==> config.mk <==
export PLATFORM = sky130hd
export DESIGN_NAME = fighter_controller_flat
export DESIGN_NICKNAME = d
export VERILOG_FILES = /design/src/rtl/fighter_pkg.sv /design/src/rtl/fighter_if.sv /design/src/rtl/fighter_input_latch.sv /design/src/rtl/fighter_controller.sv /design/src/flat_wrapper.sv
export SDC_FILE = /design/constraint.sdc
export NUM_CORES = 1
export LEC_CHECK = 0
export ABC_AREA = 1
export ABC_CLOCK_PERIOD_IN_PS = 3450
export BUFFER_PORTS_ARGS = -buffer_cell sky130_fd_sc_hd__buf_2
export CAP_MARGIN = 20
export CORE_MARGIN = 3
export CORE_UTILIZATION = 55
export CTS_BUF_LIST = sky130_fd_sc_hd__clkbuf_8 sky130_fd_sc_hd__clkbuf_16
export DETAILED_ROUTE_END_ITERATION = 10
export GPL_TIMING_DRIVEN = 1
export PLACE_DENSITY_LB_ADDON = 0.1
export SYNTH_ARGS = -nofsm -noshare
export SYNTH_HDL_FRONTEND = slang
export SYNTH_HIERARCHICAL = 1
export SYNTH_SLANG_ARGS = --single-unit
export TNS_END_PERCENT = 5
==> constraint.sdc <==
create_clock -name clk -period 3.45 [get_ports clk]
set_clock_uncertainty 0.2 [all_clocks]
set_input_delay 0.5175 -clock clk [delete_from_list [all_inputs] [get_ports clk]]
set_output_delay 0.5175 -clock clk [all_outputs]
set_load 0.005 [all_outputs]
==> src/rtl/fighter_pkg.sv <==
// rtl/fighter_pkg.sv - shared state codes, action field layout and screen geometry for the fighter
package fighter_pkg;

    typedef enum logic [2:0] {
        ST_IDLE  = 3'd0,
        ST_WALK  = 3'd1,
        ST_JUMP  = 3'd2,
        ST_PUNCH = 3'd3,
        ST_BLOCK = 3'd4,
        ST_STUN  = 3'd5
    } fighter_state_e;

    localparam int ACT_FACE_BIT  = 6;
    localparam int ACT_STATE_LSB = 3;
    localparam int ACT_ANIM_LSB  = 0;
    localparam int SPRITE_W      = 128;
    localparam int SCREEN_W      = 640;

    function automatic logic signed [10:0] clamp_x(input logic signed [10:0] x,
                                                   input logic signed [10:0] lo,
                                                   input logic signed [10:0] hi);
        if (x < lo) return lo;
        if (x > hi) return hi;
        return x;
    endfunction

endpackage

==> src/rtl/fighter_if.sv <==
// rtl/fighter_if.sv - player controls in, sprite position and action code out
interface fighter_if;
    logic       frame_tick;
    logic       btn_left;
    logic       btn_right;
    logic       btn_up;
    logic       btn_punch;
    logic       btn_block;
    logic       hit_in;
    logic [9:0] opp_x;
    logic [9:0] pos_x;
    logic [9:0] pos_y;
    logic [6:0] action;
    logic       attack_active;
    logic       blocking;

    modport master (
        output frame_tick, btn_left, btn_right, btn_up, btn_punch, btn_block, hit_in, opp_x,
        input  pos_x, pos_y, action, attack_active, blocking
    );

    modport slave (
        input  frame_tick, btn_left, btn_right, btn_up, btn_punch, btn_block, hit_in, opp_x,
        output pos_x, pos_y, action, attack_active, blocking
    );
endinterface

==> src/rtl/fighter_input_latch.sv <==
// rtl/fighter_input_latch.sv - button synchroniser plus sticky punch/hit flags cleared by frame_tick
module fighter_input_latch (
    input  logic clk,
    input  logic rst,
    input  logic frame_tick,
    input  logic btn_left,
    input  logic btn_right,
    input  logic btn_up,
    input  logic btn_punch,
    input  logic btn_block,
    input  logic hit_in,
    output logic left,
    output logic right,
    output logic up,
    output logic block,
    output logic punch_flag,
    output logic hit_flag
);

    logic [4:0] meta;
    logic [4:0] sync;
    logic       punch_prev;
    logic       punch_rise;

    assign punch_rise = sync[3] & ~punch_prev;

    // A new event arriving on the tick cycle wins over the clear, so it survives to the next tick.
    always_ff @(posedge clk or posedge rst) begin
        if (rst) begin
            meta       <= '0;
            sync       <= '0;
            punch_prev <= 1'b0;
            punch_flag <= 1'b0;
            hit_flag   <= 1'b0;
        end else begin
            meta       <= {btn_block, btn_punch, btn_up, btn_right, btn_left};
            sync       <= meta;
            punch_prev <= sync[3];
            punch_flag <= punch_rise | (punch_flag & ~frame_tick);
            hit_flag   <= hit_in | (hit_flag & ~frame_tick);
        end
    end

    assign left  = sync[0];
    assign right = sync[1];
    assign up    = sync[2];
    assign block = sync[4];

endmodule

==> src/rtl/fighter_controller.sv <==
// rtl/fighter_controller.sv - per-player motion/action FSM updated once per frame; FIGHTER_COLLISION_EN adds opponent blocking
module fighter_controller
    import fighter_pkg::*;
#(
    parameter int START_X      = 100,
    parameter int GROUND_Y     = 266,
    parameter int X_MIN        = 0,
    parameter int X_MAX        = 512,
    parameter int FACE_RIGHT   = 1,
    parameter int WALK_STEP    = 4,
    parameter int JUMP_V0      = 12,
    parameter int GRAVITY      = 1,
    parameter int PUNCH_FRAMES = 12,
    parameter int STUN_FRAMES  = 20,
    parameter int ANIM_DIV     = 4
) (
    input  logic     clk,
    input  logic     rst,
    fighter_if.slave bus
);

    localparam logic signed [10:0] GY   = 11'(GROUND_Y);
    localparam logic signed [10:0] XL   = 11'(X_MIN);
    localparam logic signed [10:0] XH   = 11'(X_MAX);
    localparam logic signed [10:0] STEP = 11'(WALK_STEP);
    localparam logic signed [10:0] V0   = 11'(JUMP_V0);
    localparam logic signed [10:0] G    = 11'(GRAVITY);

    logic left, right, up, block, punch_flag, hit_flag;

    fighter_input_latch u_latch (
        .clk        (clk),
        .rst        (rst),
        .frame_tick (bus.frame_tick),
        .btn_left   (bus.btn_left),
        .btn_right  (bus.btn_right),
        .btn_up     (bus.btn_up),
        .btn_punch  (bus.btn_punch),
        .btn_block  (bus.btn_block),
        .hit_in     (bus.hit_in),
        .left       (left),
        .right      (right),
        .up         (up),
        .block      (block),
        .punch_flag (punch_flag),
        .hit_flag   (hit_flag)
    );

    fighter_state_e     state_q, state_n;
    logic signed [10:0] x_q, x_n, y_q, y_n, vel_q, vel_n, step_x, y_fall;
    logic [7:0]         cnt_q, cnt_n, div_q;
    logic [2:0]         anim_q;
    logic               facing_q, facing_n, step_face, attack_q, attack_n;

`ifdef FIGHTER_COLLISION_EN
    logic signed [10:0] opp, gap;
`else
    logic opp_unused;
    assign opp_unused = ^bus.opp_x;
`endif

    // Horizontal step a WALK or JUMP tick would take from the current buttons.
    always_comb begin
        step_x    = x_q;
        step_face = facing_q;
        if (right && !left) begin
            step_x    = clamp_x(x_q + STEP, XL, XH);
            step_face = 1'b1;
        end else if (left && !right) begin
            step_x    = clamp_x(x_q - STEP, XL, XH);
            step_face = 1'b0;
        end
`ifdef FIGHTER_COLLISION_EN
        opp = $signed({1'b0, bus.opp_x});
        gap = (step_x > opp) ? step_x - opp : opp - step_x;
        if (((step_x > x_q) && (opp > x_q)) || ((step_x < x_q) && (opp < x_q)))
            if (gap < 11'(SPRITE_W))
                step_x = x_q;
`endif
    end

    always_ff @(posedge clk or posedge rst) begin
        if (rst) begin
            state_q  <= ST_IDLE;
            x_q      <= 11'(START_X);
            y_q      <= GY;
            vel_q    <= '0;
            cnt_q    <= '0;
            facing_q <= 1'(FACE_RIGHT);
            anim_q   <= '0;
            div_q    <= '0;
            attack_q <= 1'b0;
        end else begin
            attack_q <= bus.frame_tick & attack_n;
            if (bus.frame_tick) begin
                state_q  <= state_n;
                x_q      <= x_n;
                y_q      <= y_n;
                vel_q    <= vel_n;
                cnt_q    <= cnt_n;
                facing_q <= facing_n;
                if (state_n != state_q) begin
                    anim_q <= '0;
                    div_q  <= '0;
                end else if (div_q == 8'(ANIM_DIV - 1)) begin
                    anim_q <= anim_q + 3'd1;
                    div_q  <= '0;
                end else begin
                    div_q <= div_q + 8'd1;
                end
            end
        end
    end

    always_comb begin
        state_n  = state_q;
        x_n      = x_q;
        y_n      = y_q;
        vel_n    = vel_q;
        cnt_n    = cnt_q;
        facing_n = facing_q;
        attack_n = 1'b0;
        y_fall   = y_q - vel_q;
        if (hit_flag) begin
            state_n = ST_STUN;
            cnt_n   = 8'(STUN_FRAMES);
        end else begin
            case (state_q)
                ST_IDLE, ST_WALK: begin
                    if (punch_flag) begin
                        state_n = ST_PUNCH;
                        cnt_n   = 8'(PUNCH_FRAMES);
                    end else if (up) begin
                        state_n = ST_JUMP;
                        y_n     = y_q - V0;
                        vel_n   = V0 - G;
                    end else if (block) begin
                        state_n = ST_BLOCK;
                    end else if (left ^ right) begin
                        state_n  = ST_WALK;
                        x_n      = step_x;
                        facing_n = step_face;
                    end else begin
                        state_n = ST_IDLE;
                    end
                end
                ST_JUMP: begin
                    x_n      = step_x;
                    facing_n = step_face;
                    y_n      = y_fall;
                    vel_n    = vel_q - G;
                    if (y_fall >= GY) begin
                        y_n     = GY;
                        vel_n   = '0;
                        state_n = ST_IDLE;
                    end
                end
                ST_PUNCH: begin
                    cnt_n    = cnt_q - 8'd1;
                    attack_n = (cnt_n == 8'(PUNCH_FRAMES / 2));
                    if (cnt_n == 8'd0)
                        state_n = ST_IDLE;
                end
                ST_BLOCK: begin
                    if (!block)
                        state_n = ST_IDLE;
                end
                ST_STUN: begin
                    // Only an airborne stun falls; a grounded one just counts down.
                    if (y_q < GY) begin
                        y_n   = y_fall;
                        vel_n = vel_q - G;
                        if (y_fall >= GY) begin
                            y_n   = GY;
                            vel_n = '0;
                        end
                    end
                    cnt_n = (cnt_q == 8'd0) ? 8'd0 : cnt_q - 8'd1;
                    if (cnt_n == 8'd0 && y_n == GY)
                        state_n = ST_IDLE;
                end
                default: state_n = ST_IDLE;
            endcase
        end
    end

    always_comb begin
        bus.pos_x         = x_q[9:0];
        bus.pos_y         = y_q[9:0];
        bus.action        = {facing_q, state_q, anim_q};
        bus.attack_active = attack_q;
        bus.blocking      = (state_q == ST_BLOCK);
    end

endmodule

==> src/flat_wrapper.sv <==
// flat-port wrapper written by rule: the top's interface ports become plain ports
module fighter_controller_flat import fighter_pkg::*;
#(
    parameter int START_X      = 100,
    parameter int GROUND_Y     = 266,
    parameter int X_MIN        = 0,
    parameter int X_MAX        = 512,
    parameter int FACE_RIGHT   = 1,
    parameter int WALK_STEP    = 4,
    parameter int JUMP_V0      = 12,
    parameter int GRAVITY      = 1,
    parameter int PUNCH_FRAMES = 12,
    parameter int STUN_FRAMES  = 20,
    parameter int ANIM_DIV     = 4
)
  (clk, rst, bus_frame_tick, bus_btn_left, bus_btn_right, bus_btn_up, bus_btn_punch, bus_btn_block, bus_hit_in, bus_opp_x, bus_pos_x, bus_pos_y, bus_action, bus_attack_active, bus_blocking);
  fighter_if bus_i ();
  input  logic clk;
  input  logic rst;
  input wire logic [$bits(bus_i.frame_tick)-1:0] bus_frame_tick;
  input wire logic [$bits(bus_i.btn_left)-1:0] bus_btn_left;
  input wire logic [$bits(bus_i.btn_right)-1:0] bus_btn_right;
  input wire logic [$bits(bus_i.btn_up)-1:0] bus_btn_up;
  input wire logic [$bits(bus_i.btn_punch)-1:0] bus_btn_punch;
  input wire logic [$bits(bus_i.btn_block)-1:0] bus_btn_block;
  input wire logic [$bits(bus_i.hit_in)-1:0] bus_hit_in;
  input wire logic [$bits(bus_i.opp_x)-1:0] bus_opp_x;
  output wire logic [$bits(bus_i.pos_x)-1:0] bus_pos_x;
  output wire logic [$bits(bus_i.pos_y)-1:0] bus_pos_y;
  output wire logic [$bits(bus_i.action)-1:0] bus_action;
  output wire logic [$bits(bus_i.attack_active)-1:0] bus_attack_active;
  output wire logic [$bits(bus_i.blocking)-1:0] bus_blocking;
  assign bus_i.frame_tick = bus_frame_tick;
  assign bus_i.btn_left = bus_btn_left;
  assign bus_i.btn_right = bus_btn_right;
  assign bus_i.btn_up = bus_btn_up;
  assign bus_i.btn_punch = bus_btn_punch;
  assign bus_i.btn_block = bus_btn_block;
  assign bus_i.hit_in = bus_hit_in;
  assign bus_i.opp_x = bus_opp_x;
  assign bus_pos_x = bus_i.pos_x;
  assign bus_pos_y = bus_i.pos_y;
  assign bus_action = bus_i.action;
  assign bus_attack_active = bus_i.attack_active;
  assign bus_blocking = bus_i.blocking;
  fighter_controller #(.START_X(START_X), .GROUND_Y(GROUND_Y), .X_MIN(X_MIN), .X_MAX(X_MAX), .FACE_RIGHT(FACE_RIGHT), .WALK_STEP(WALK_STEP), .JUMP_V0(JUMP_V0), .GRAVITY(GRAVITY), .PUNCH_FRAMES(PUNCH_FRAMES), .STUN_FRAMES(STUN_FRAMES), .ANIM_DIV(ANIM_DIV)) u_core (.clk(clk), .rst(rst), .bus(bus_i));
endmodule
Yosys cells after proc, flatten, opt, wreduce, memory -nomap -nowiden

Index checks and enable logic that the tools add are counted.

Register bits: 70
Bits in latches: 0
RAM bits: 0
Bits in read-only memories: 0
Bits of input ports: 19
Logic and storage cells: 139
Memories: 0

$add $sub $neg: 8
Multiply operators: 0
Div/mod/pow operators: 0
$lt $le $gt $ge: 6
Equality and inequality tests: 16
Shift-type cells: 0
Muxes and demuxes: 66
Bitwise operators: 10
Reductions and logical operators: 19

Operators by type and width:

| cell                    | number |
|---|---|
| $mux W11                | 24 |
| $pmux W11 S3            | 2 |
| $mux W8                 | 5 |
| $mux W3                 | 10 |
| $logic_not A8 Y1        | 3 |
| $pmux W8 S3             | 1 |
| $gt A11 B11 Y1 const B  | 2 |
| $lt A11 B1 Y1 const B   | 2 |
| $pmux W11 S2            | 1 |
| $mux W1                 | 21 |
| $pmux W3 S5             | 1 |
| $add A11 B4 Y11 const B | 1 |
| $eq A11 B10 Y1 const B  | 1 |
| $ge A11 B10 Y1 const B  | 1 |
| $lt A11 B10 Y1 const B  | 1 |
| $sub A11 B11 Y11        | 1 |
| $sub A11 B2 Y11 const B | 1 |
| $sub A11 B4 Y11 const B | 1 |
| $sub A11 B5 Y11 const B | 1 |
| $add A8 B1 Y8 const B   | 1 |
| $eq A8 B2 Y1 const B    | 1 |
| $eq A8 B3 Y1 const B    | 1 |
| $ne A2 B2 Y1 const B    | 4 |
| $sub A8 B1 Y8 const B   | 1 |
| 24 further kinds        | 37 |

Depth between registers and ports, before layout

Gate-level depths: netlist (run 1).

Depth in word-level cells: 17
Mapped depth: 30

By module

Netlist (run 1), hierarchy kept.

By module, submodules not included:

| module              | instances | cells each | area an instance (µm²) | sequential area each (µm²) |
|---|---|---|---|---|
| fighter_controller  | 1         | 628        | 4398.0                 | 1360.1 |
| fighter_input_latch | 1         | 22         | 359.1                  | 325.3 |

Least setup slack after synthesis (run 1)

OpenSTA, ideal clock, no wires.

Kind: register to register
Start: register u_core.y_q[1]
End: register u_core.div_q[5]
Library setup time: 69 ps
Data arrival time: 2929 ps
Required time: 3181 ps
Setup slack: 253 ps
Cell stages (with the launch flop): 26
Period minus slack after synthesis: 3197 ps
Cells stage by stage: dfstp_2 -> inv_1 -> fa_1 -> inv_1 -> nand2_1 -> nand2_1 -> nand3_1 -> o211ai_2 -> xor2_1 -> nand2_1 -> nand2_1 -> nand2_2 -> buf_6 -> a21oi_4 -> nand2_1 -> nor2_1 -> nand3_1 -> nand2_2 -> nand3_2 -> nand2_1 -> inv_2 -> nor2_2 -> nand3_2 -> nand2_4 -> inv_4 -> nor2_2

Cells in the longest elaborated chain, start to end: 13

RTL lines:

| what                   | RTL line                                             | RTL |
|---|---|---|
| start, declared        | fighter_controller.sv:50                             | `logic signed [10:0] x_q, x_n, y_q, y_n, vel_q, vel_n, step_x, y_fall;` |
| start signal, assigned | fighter_controller.sv:98                             | `y_q <= y_n;` |
| $sub A11 B11 Y11       | fighter_controller.sv:123                            | `y_fall = y_q - vel_q;` |
| $ge A11 B10 Y1         | fighter_controller.sv:152, fighter_controller.sv:173 |  |
| $mux W11               | fighter_controller.sv:173                            | `if (y_fall >= GY) begin` |
| $mux W11               | fighter_controller.sv:170                            | `if (y_q < GY) begin` |
| $mux W11               | fighter_controller.sv:128                            | `case (state_q)` |
| $mux W11               | fighter_controller.sv:124                            | `if (hit_flag) begin` |
| $eq A11 B10 Y1         | fighter_controller.sv:179                            | `if (cnt_n == 8'd0 && y_n == GY)` |
| $logic_and A1 B1 Y1    | fighter_controller.sv:179                            |  |
| $mux W3                | fighter_controller.sv:179                            |  |
| $pmux W3 S5 *          | fighter_controller.sv:128                            |  |
| $mux W3 *              | fighter_controller.sv:124                            |  |
| $ne A3 B3 Y1 *         | fighter_controller.sv:102                            | `if (state_n != state_q) begin` |
| $mux W8 *              | fighter_controller.sv:102                            |  |
| end signal, assigned   | fighter_controller.sv:109                            | `div_q <= div_q + 8'd1;` |
| end, declared          | fighter_controller.sv:51                             | `logic [7:0] cnt_q, cnt_n, div_q;` |

Every way passes the cells marked *; elsewhere a longest branch is shown, timed or not. The select of a mux whose other input is x is not followed.
A chain may end at the register's enable or synchronous reset.

Worst setup path after layout (run 1)

Start: register u_core.y_q[1]
End: register u_core.div_q[7]

Same word-level chain as after synthesis.

==> results.py, run 1 <==
metrics = {
    "status": {
        "status": "finished clean",
    },
    "setup_path": {
        "cp.arrival_ps": 3520,
        "required_ps": 3520,
        "crit_slowest_cell": "dfstp_2",
        "crit_top_cell": "nand2_1",
        "path_max_fanout": 6,
        "start_kind": "flop",
        "max_stage_delay_ps": 530,
        "r2r-end": "u_core/div_q[7]",
        "r2r-start": "u_core/y_q[1]",
        "crit_buf_inv": 4,
        "crit_type": "flop to flop",
        "crit_path_end_kind": "flop",
        "r2r_slack_ps": 1,
        "rr_worst_depth": 26,
        "crit_family": "simple AND/OR/NAND/NOR gates",
    },
    "synth": {
        "synth-compound-area-share_pct": 13.5,
        "synth_mux_area_share_pct": 0.210,
        "ys.flop_type": "dfrtp_1",
        "synth_fa_ha_area_share_pct": 6.21,
        "synthSimpleGateAreaFrac_pct": 27.1,
        "synth_edf_count": 0,
        "synthArstFlopShare_pct": 100,
        "netlist_instances": 650,
        "synth_xor_area_share_pct": 6.26,
        "synth-seq-area-share_pct": 35.4,
        "synth_top_family_by_area": "simple AND/OR/NAND/NOR gates",
        "syn_avg_cell_area_um2": 7.32,
        "synth_area_um2": 4760,
        "synth_cell_type_count": 46,
        "yosys_warnings": 6,
        "ys_ff_latch": 67,
    },
    "floorplanning": {
        "start_util_pct": 57.3,
        "coreArea_um2": 8300,
        "dieHeight_um": 99,
        "rows": 33,
        "io_pins": 48,
        "dieArea_um2": 9800,
        "dieWidth_um": 99,
    },
    "placement": {
        "post-place-ws_ps": -94.4,
        "post_dp_cell_area_um2": 5150,
        "place.detailed.hpwl_mm": 8.14,
        "gp_congestion": 0.910,
        "portBuffers": 35,
    },
    "finish": {
        "drive_above_1_share_pct": 20.4,
        "antenna_cells": 0,
        "fin_nets": 756,
        "stdcell_area_um2": 5540,
        "area_growth_pct": 16.5,
    },
    "global_route": {
        "grt-busiest-layer": "met2",
        "grt_max_degree": 55,
        "met3_usage_pct": 4.10,
        "grt_antenna_before_repair": 0,
        "grt_pass1_wl_mm": 19.5,
        "grt_usage_pct": 24.2,
        "use_met1_pct": 31.9,
        "grt_util_met2_pct": 40.9,
        "grt_pass1_vias": 4315,
        "overflow": 0,
    },
    "detailed_routing": {
        "vias_per_cell": 5.37,
        "drt_pass1_iterations": 5,
        "vias": 4428,
        "drc": 0,
        "ant_nets": 0,
        "initialDrtViolationCount": 251,
        "routed_wl_mm": 11.3,
        "wl_per_cell_um": 13.7,
    },
    "power": {
        "p_leak_nw": 2.80,
        "ir_drop_mv": 0.531,
        "p_per_area_nw_per_um2": 1020,
    },
    "sta": {
        "setup_viol": 0,
        "worst_slack_ps": 1.13,
        "fmax_mhz": 290,
        "hold_violations": 0,
        "grt_setup_unrepaired": "yes",
        "slew_viol_final": 0,
        "hold_ws_ps": 79.0,
        "setup_tns_ps": 0,
        "fin_crit_sh_pct": 100,
        "period_minus_slack_ps": 3450,
        "max_slew_margin_pct": 50.3,
        "worst_slew_pin_slew_ps": 746,
    },
    "worst_hold_path": {
        "hold_end": "u_core/u_latch/meta[3]",
        "hold_class": "input pin to flop",
        "hp-start": "bus_btn_punch",
        "min_path_cells": 1,
    },
    "cts": {
        "clk_latency_ps": 350,
        "cts_tree": "yes",
        "cts_made_buffers": 9,
        "h-tree-depth": 3,
        "cts-root-buf": "clkbuf_8",
        "clk_pin_slew_worst_paths_ps": 70,
        "cts_buffer_depth": 2,
        "clock-sinks": 67,
    },
    "run": {
        "maxCapViolations": 0,
    },
}
## flip-flops by register name (all words and copies together) (netlist names), 3 cells and up
name,flops
u_core/vel_q,11
u_core/y_q,11
u_core/cnt_q,8
u_core/div_q,8
u_core/x_q,8
u_core/u_latch/meta,5
u_core/u_latch/sync,5
u_core/anim_q,3
u_core/state_q,3
## per-layer routing
metal  up-vias  wire length (um)
met5         -                 0
met4         0               155
met3        16               664
met2       129              5550
met1      2034              4940
li1       2249                 -
## how the worst max path moves through the flow
stage | from | endpoint | slack, ps | depth (start not counted)
final | u_core/y_q[1] | u_core/div_q[7] | 1 | 26
after global routing | u_core/y_q[1] | u_core/div_q[7] | -260 | 26
after CTS | u_core/y_q[0] | u_core/div_q[7] | 10 | 27
after detailed placement | u_core/y_q[1] | u_core/div_q[4] | -90 | 26
after global placement | u_core/y_q[1] | u_core/div_q[4] | -70 | 26
after floorplan | u_core/y_q[1] | u_core/div_q[5] | 250 | 25
## synth_stat cells, types with 6 or more instances
cell	count	area [um^2]
nand4_1	18	113
nand3_1	26	130
nand2_1	149	559
ha_1	22	275
a21oi_1	20	100
dfrtp_1	60	1500
o22ai_1	20	125
xor2_1	32	280
nand2_2	6	37.5
nor3_1	19	95.1
nor2_2	8	50.1
dfstp_2	7	184
o21ai_0	38	190
buf_4	14	105
nor2_1	54	203
inv_1	103	387
## power by group
| part | switching, W | internal [W] | total, W |
|---|---|---|---|
| combinational | 0.00216 | 0.00155 | 0.00371 |
| clock | 0.000319 | 0.000428 | 0.000747 |
| sequential | 0.000193 | 0.000997 | 0.00119 |
## placed cells by master, fill, tap and decap left out, types with 2 or more instances in the layout
cell / n
buf_4: 34
o21ai_0: 37
a22oi_1: 4
ha_1: 20
o211ai_1: 2
nand2_4: 4
a21o_1: 3
xor2_1: 31
or2_2: 3
bufinv_16: 2
a21oi_1: 18
nor2_2: 8
nand2_2: 16
xnor2_1: 2
inv_6: 2
clkinv_2: 2
ha_2: 2
inv_1: 101
nor4_1: 2
dfrtp_1: 60
dfstp_2: 7
nand4_1: 18
o21a_1: 2
buf_2: 35
nor3_1: 19
nand3_1: 23
o21ai_2: 2
nand3_2: 6
nor2_1: 54
conb_1: 2
a31oi_1: 5
inv_2: 4
clkbuf_8: 10
a21oi_2: 3
nand2_1: 137
o21ai_1: 2
o22ai_1: 20
## area by class of cell
type                       count  area [um^2]
clock buffer                  10          138
clock inverter                 6         87.6
fill                         709         2760
inverter                     106          403
multi-input combinational    459         2650
sequential                    67         1690
tap                          105          131
timing repair buffer          71          452
## through the flow
stage	cells	total power (W)	utilization, %
global route	824	0.00620	66.8
floorplan	651	0.00352	-
detailed placement	800	0.00440	62.1
CTS	821	0.00539	65.7
global placement	800	0.00433	62.1
finish	824	0.00565	66.8
## logic make-up after synthesis
logic type	after synthesis
adder cells (fa/ha/maj)	23
XOR/XNOR	34
buffers and inverters	126
AO/OA/AOI/OAI	106
multiplexers	1
flip-flops	67
AND/OR/NAND/NOR	292
other	1
## repair_timing
action                     4_1_cts  5_1_grt
gates resized for setup         15       15
pin swaps                       13       13
cloned                           1        0
setup endpoints to repair       11       13
hold endpoints to repair        13        0
hold buffers                     1        0
setup buffers                    3        3
(Power assumes the default switching activity.)
==> run 2, diff against run 1 <==
--- a/config.mk
+++ b/config.mk
@@ -14,7 +14,9 @@
 export CTS_BUF_LIST = sky130_fd_sc_hd__clkbuf_8 sky130_fd_sc_hd__clkbuf_16
 export DETAILED_ROUTE_END_ITERATION = 10
 export GPL_TIMING_DRIVEN = 1
+export HOLD_SLACK_MARGIN = 0.15
 export PLACE_DENSITY_LB_ADDON = 0.1
+export SETUP_SLACK_MARGIN = 0.5
 export SYNTH_ARGS = -nofsm -noshare
 export SYNTH_HDL_FRONTEND = slang
 export SYNTH_HIERARCHICAL = 1
==> run 2 against run 1 <==
Net effect:
- register-to-register slack better by 70 ps
- combinational power is 6.7% lower
- utilization is 1.0 points lower
- fmax is 2.0% higher
- count of clock-buffer cells in the layout is 1 lower
- worst setup slack better by 66 ps
- sequential power hardly changed
- critical endpoint unchanged
==> results.py, run 2 (synthesis results as in run 1) <==
metrics = {
    "status": {
        "status": "finished clean",
    },
    "detailed_routing": {
        "routed_wl_mm": 11.1,
        "initialDrtViolationCount": 202,
        "ant_nets": 0,
        "drt_pass1_iterations": 5,
        "vias": 4467,
        "vias_per_cell": 5.45,
        "wl_per_cell_um": 13.5,
        "drc": 0,
    },
    "floorplanning": {
        "io_pins": 48,
        "rows": 33,
        "dieHeight_um": 99,
        "dieWidth_um": 99,
        "dieArea_um2": 9800,
        "start_util_pct": 57.3,
        "coreArea_um2": 8300,
    },
    "power": {
        "switchingPower_w": 0.00259,
        "netSwitchingFraction_pct": 48.9,
        "ir_drop_mv": 0.423,
        "clock_power_share_pct": 12.1,
        "p_per_area_nw_per_um2": 969,
        "p_leak_nw": 2.77,
        "seqPwrFrac_pct": 22.5,
        "pwr-share-comb_pct": 65.4,
        "p_int_w": 0.00270,
    },
    "placement": {
        "portBuffers": 35,
        "gp_congestion": 0.899,
        "post_dp_cell_area_um2": 5080,
        "place.detailed.hpwl_mm": 8.28,
        "dp_cells": 789,
    },
    "finish": {
        "stdcell_area_um2": 5460,
        "drive_above_1_share_pct": 18.5,
        "regArea_um2": 1690,
        "multiInputGateArea_um2": 2620,
        "final.fill_count": 721,
        "final_cell_mix": "140 x nand2_1, 101 x inv_1, 60 x dfrtp_1",
        "top_regs": "u_core/vel_q: 11 flops, u_core/y_q: 11 flops",
        "final_cells": 819,
        "antenna_cells": 0,
        "area_growth_pct": 14.7,
        "final_common_cell": "nand2_1",
        "fin_nets": 751,
    },
    "sta": {
        "max_slew_margin_pct": 61.9,
        "period_minus_slack_ps": 3380,
        "fin_crit_sh_pct": 98.1,
        "hold_violations": 0,
        "slew_viol_final": 0,
        "fmax_mhz": 296,
        "grt_setup_unrepaired": "yes",
        "setup_tns_ps": 0,
        "worst_slew_pin_slew_ps": 569,
        "setup_viol": 0,
    },
    "setup_path": {
        "crit_slowest_cell": "dfstp_2",
        "path_max_fanout": 6,
        "cp.arrival_ps": 3420,
        "crit_type": "flop to flop",
        "crit_top_cell": "nand2_1",
        "start_kind": "flop",
        "required_ps": 3480,
        "crit_path_end_kind": "flop",
        "max_stage_delay_ps": 540,
    },
    "cts": {
        "cts_tree": "yes",
        "clock-sinks": 67,
        "clk_latency_ps": 350,
        "h-tree-depth": 3,
        "cts_made_buffers": 9,
        "cts_buffer_depth": 2,
        "cts-root-buf": "clkbuf_8",
        "clk_pin_slew_worst_paths_ps": 80,
    },
    "global_route": {
        "grt_pass1_vias": 4364,
        "overflow": 0,
        "grt_antenna_before_repair": 0,
        "grt_pass1_wl_mm": 19.2,
        "grt_usage_pct": 23.9,
        "grt_max_degree": 30,
    },
    "worst_hold_path": {
        "hold_class": "flop to flop",
    },
    "run": {
        "maxCapViolations": 0,
    },
}
run 2: changes by cell type in the layout (fill, tap and decap cells not counted), moves of 2 or more:
cell,change
nor2_1,-2
nand2_1,+3
nor2_2,+2
buf_4,-11
dlygate4sd3_1,+6
nand2_2,-3
inv_2,+2
run 2: metrics by stage:
| stage | setup WS [ps] | hold slack, ps | utilization (%) | power, W |
|---|---|---|---|---|
| after global placement | 18.9 | 131 | 61.2 | 0.00408 |
| after floorplan | 374 | 131 | - | 0.00353 |
| after detailed placement | -35.6 | 135 | 61.2 | 0.00417 |
| after global routing | -182 | 159 | 65.8 | 0.00580 |
| after CTS | 93.9 | 150 | 64.9 | 0.00509 |
| final | 67.3 | 146 | 65.8 | 0.00529 |
run 2: cell type report:
| cell class | count | area share [%] |
|---|---|---|
| multi-input cells | 459 | 48.1 |
| flip-flops and latches | 67 | 30.9 |
| repair buffers | 66 | 7.86 |
| inverters | 106 | 7.38 |
| well taps | 105 | 2.41 |
| clock buffers | 9 | 2.27 |
| clock inverters | 7 | 1.12 |
run 2: per-layer routing:
| layer | wire length [um] | vias up | track usage, % |
|---|---|---|---|
| met5 | 0 | - | 0 |
| met4 | 271 | 0 | 8.51 |
| met3 | 572 | 25 | 5.59 |
| met2 | 5350 | 132 | 39.4 |
| met1 | 4900 | 2082 | 30.8 |
| li1 | - | 2228 | - |
run 2: worst paths after layout:
| path | cells after the start | start | end | slack [ps] |
|---|---|---|---|---|
| setup / recovery | 25 | u_core/y_q[1] | u_core/div_q[7] | 70 |
| hold / removal | 0 | u_core/u_latch/meta[3] | u_core/u_latch/sync[3] | 150 |
| setup reg to reg | 25 | u_core/y_q[1] | u_core/div_q[7] | 70 |
| hold reg to reg | 0 | u_core/u_latch/meta[3] | u_core/u_latch/sync[3] | 150 |
| max in group asynchronous | 4 | rst | u_core/y_q[3] | 1630 |
| min in group asynchronous | 3 | rst | u_core/u_latch/meta[0] | 540 |
run 2: power by group through the flow:
stage          sequential (W)  clock, W  combinational [W]
3_3_place_gp          0.00120         0            0.00288
5_1_grt               0.00122  0.000696            0.00388
3_5_place_dp          0.00121         0            0.00296
2_1_floorplan         0.00118         0            0.00235
4_1_cts               0.00120  0.000657            0.00324
6_report              0.00119  0.000641            0.00346
run 2: timing repair:
action,CTS,global route
setup buffers,4,2
gates resized for setup,6,15
gates cloned,1,0
endpoints found under the hold margin,39,0
hold buffers,7,0
pin swaps,14,7
setup endpoints to repair,13,28
run 2: critical path, delay by kind of cell, from the launching register on:
family,cells,cell delay [ps]
compound gates,1,100
flops,1,540
xor+xnor,1,170
simple gates,19,1610
fa+ha+maj,1,410
buf+inv,3,220
==> run 3, diff against run 2 <==
--- a/config.mk
+++ b/config.mk
@@ -10,7 +10,7 @@
 export BUFFER_PORTS_ARGS = -buffer_cell sky130_fd_sc_hd__buf_2
 export CAP_MARGIN = 20
 export CORE_MARGIN = 3
-export CORE_UTILIZATION = 55
+export CORE_UTILIZATION = 60
 export CTS_BUF_LIST = sky130_fd_sc_hd__clkbuf_8 sky130_fd_sc_hd__clkbuf_16
 export DETAILED_ROUTE_END_ITERATION = 10
 export GPL_TIMING_DRIVEN = 1
@@ -21,4 +21,4 @@
 export SYNTH_HDL_FRONTEND = slang
 export SYNTH_HIERARCHICAL = 1
 export SYNTH_SLANG_ARGS = --single-unit
-export TNS_END_PERCENT = 5
+export TNS_END_PERCENT = 20
==> run 3 against run 2 <==
Net effect:
- the flow now finishes with violations (setup timing)
- fmax fell by 2.7%
- design area increased by 3.4%
- clock power is 8.3% higher
- utilization is 9.7 points higher
- register-to-register slack worse by 90 ps
- via count grew 3.9%
- combinational power rose by 21%
- worst hold slack improved by 11 ps
- first-iteration DRC count grew 48%
- worst setup slack worse by 93 ps
- die area down 7.8%
- highest routed layer unchanged
==> results.py, run 3 (synthesis results as in run 1) <==
metrics = {
    "cts": {
        "cts_made_buffers": 9,
        "h-tree-depth": 3,
        "clk_pin_slew_worst_paths_ps": 80,
        "cts-root-buf": "clkbuf_8",
        "clk_latency_ps": 350,
        "clock-sinks": 67,
        "cts_buffer_depth": 2,
        "cts_tree": "yes",
    },
    "setup_path": {
        "cp.arrival_ps": 3560,
        "start_kind": "flop",
        "r2r-end": "u_core/div_q[3]",
        "r2r_slack_ps": -30,
        "r2r-start": "u_core/y_q[1]",
        "crit_path_end_kind": "flop",
        "rr_worst_depth": 26,
        "path_max_fanout": 6,
        "crit_type": "flop to flop",
        "required_ps": 3530,
    },
    "floorplanning": {
        "io_pins": 48,
        "dieArea_um2": 9030,
        "dieHeight_um": 95.0,
        "start_util_pct": 63.5,
        "dieWidth_um": 95.0,
        "coreArea_um2": 7490,
        "rows": 31,
    },
    "sta": {
        "slew_viol_final": 0,
        "max_slew_margin_pct": 60.3,
        "worst_slack_ps": -25.8,
        "grt_setup_unrepaired": "yes",
        "period_minus_slack_ps": 3480,
        "hold_ws_ps": 156,
        "hold_violations": 0,
        "worst_slew_pin_slew_ps": 593,
        "fin_crit_sh_pct": 101,
        "fmax_mhz": 288,
        "setup_tns_ps": -82.7,
        "setup_viol": 7,
    },
    "finish": {
        "final_cell_mix": "133 x nand2_1, 98 x inv_1, 60 x dfrtp_1",
        "stdcell_area_um2": 5650,
        "top_regs": "u_core/vel_q: 11 flops, u_core/y_q: 11 flops",
        "drive_above_1_share_pct": 21.9,
        "fin_util_pct": 75.4,
        "fin_nets": 766,
        "final_common_cell": "nand2_1",
        "area_growth_pct": 18.7,
        "final.fill_count": 557,
        "antenna_cells": 0,
    },
    "detailed_routing": {
        "vias_per_cell": 5.61,
        "routed_wl_mm": 12.1,
        "ant_nets": 0,
        "wl_per_cell_um": 14.6,
        "drc": 0,
        "drt_pass1_iterations": 5,
        "initialDrtViolationCount": 298,
        "vias": 4642,
    },
    "placement": {
        "gp_congestion": 0.922,
        "post-place-ws_ps": -61.6,
        "post_dp_cell_area_um2": 5110,
        "place.detailed.hpwl_mm": 8.48,
        "portBuffers": 35,
    },
    "global_route": {
        "grt_max_degree": 36,
        "grt_pass1_vias": 4495,
        "grt_usage_pct": 28.2,
        "overflow": 0,
        "grt_antenna_before_repair": 0,
        "grt_pass1_wl_mm": 20.0,
    },
    "run": {
        "maxCapViolations": 0,
    },
    "worst_hold_path": {
        "min_path_cells": 0,
        "hp-start": "u_core/u_latch/meta[2]",
        "hold_class": "flop to flop",
        "hold_end": "u_core/u_latch/sync[2]",
    },
    "status": {
        "status": "complete, but fails checks",
        "violations": "setup timing",
    },
    "power": {
        "ir_drop_mv": 0.570,
        "p_per_area_nw_per_um2": 1080,
        "p_leak_nw": 2.84,
    },
}
[run 3: changes by cell type in the layout (fill, tap and decap cells not counted), sizes merged]
cell and delta:
dlygate4sd3 +1, buf +14, inv +2, clkinvlp +1, clkinv -3
[run 3: metrics by stage]
stage               cells  power, W
floorplan             651   0.00353
CTS                   827   0.00572
finish                828   0.00607
global route          828   0.00657
detailed placement    789   0.00433
global placement      789   0.00423
[run 3: layer usage]
layer / vias to the layer above / wire length, um / GRT usage (%) / part of all wire, %
met3: 33 / 804 / 5.84 / 6.7
met2: 197 / 5960 / 48.4 / 49
met1: 2157 / 5020 / 35.1 / 42
met4: 0 / 295 / 10.3 / 2.4
li1: 2255 / - / - / -
met5: - / 0 / 0 / 0
[run 3: how the worst max path moves through the flow]
stage | startpoint | endpoint | slack (ps) | cells after the start
CTS | u_core/y_q[1] | u_core/div_q[3] | 60 | 26
floorplan | u_core/vel_q[0] | u_core/div_q[5] | 370 | 25
global route | u_core/y_q[1] | u_core/div_q[3] | -240 | 26
global placement | u_core/vel_q[0] | u_core/div_q[5] | 4 | 26
detailed placement | u_core/vel_q[0] | u_core/div_q[7] | -60 | 26
finish | u_core/y_q[1] | u_core/div_q[3] | -30 | 26
[run 3: where the power goes]
| group | leakage [nW] | switching [W] | internal, W |
|---|---|---|---|
| clock | 0.103 | 0.000347 | 0.000348 |
| sequential | 0.814 | 0.000196 | 0.000996 |
| combinational | 1.92 | 0.00237 | 0.00182 |
[run 3: final cells by class]
type	instances	area (um^2)	area share [%]
Sequential cell	67	1690	29.9
Multi-Input combinational cell	459	2660	47.1
Inverter	106	403	7.14
Timing Repair Buffer	81	568	10.1
Clock inverter	7	83.8	1.48
Tap cell	99	124	2.19
Clock buffer	9	124	2.19
[run 3: timing repair]
item,in CTS,in global routing
gates cloned,1,0
hold endpoints to repair,39,0
setup endpoints to repair,21,30
hold buffers,8,0
setup buffers,13,1
pin swaps,14,10
gates resized for setup,17,24
[run 3: critical path, stage by stage, from the launching register on]
cell	delay, ps
dfstp_2	540
inv_2	50
fa_2	410
inv_2	80
nand2_2	50
nand2_2	80
nand3_2	100
o211ai_4	110
xor2_2	210
nand2_1	100
nand2_2	140
nand2_4	110
nand2_2	90
nand2_1	60
nand2_1	80
nand2_1	70
nor2_2	90
nand3_1	90
nand2_2	110
nand3_2	80
nand2_2	90
inv_2	40
nor2_2	80
nand3_2	110
nand2_4	120
inv_6	60
nor2_2	80
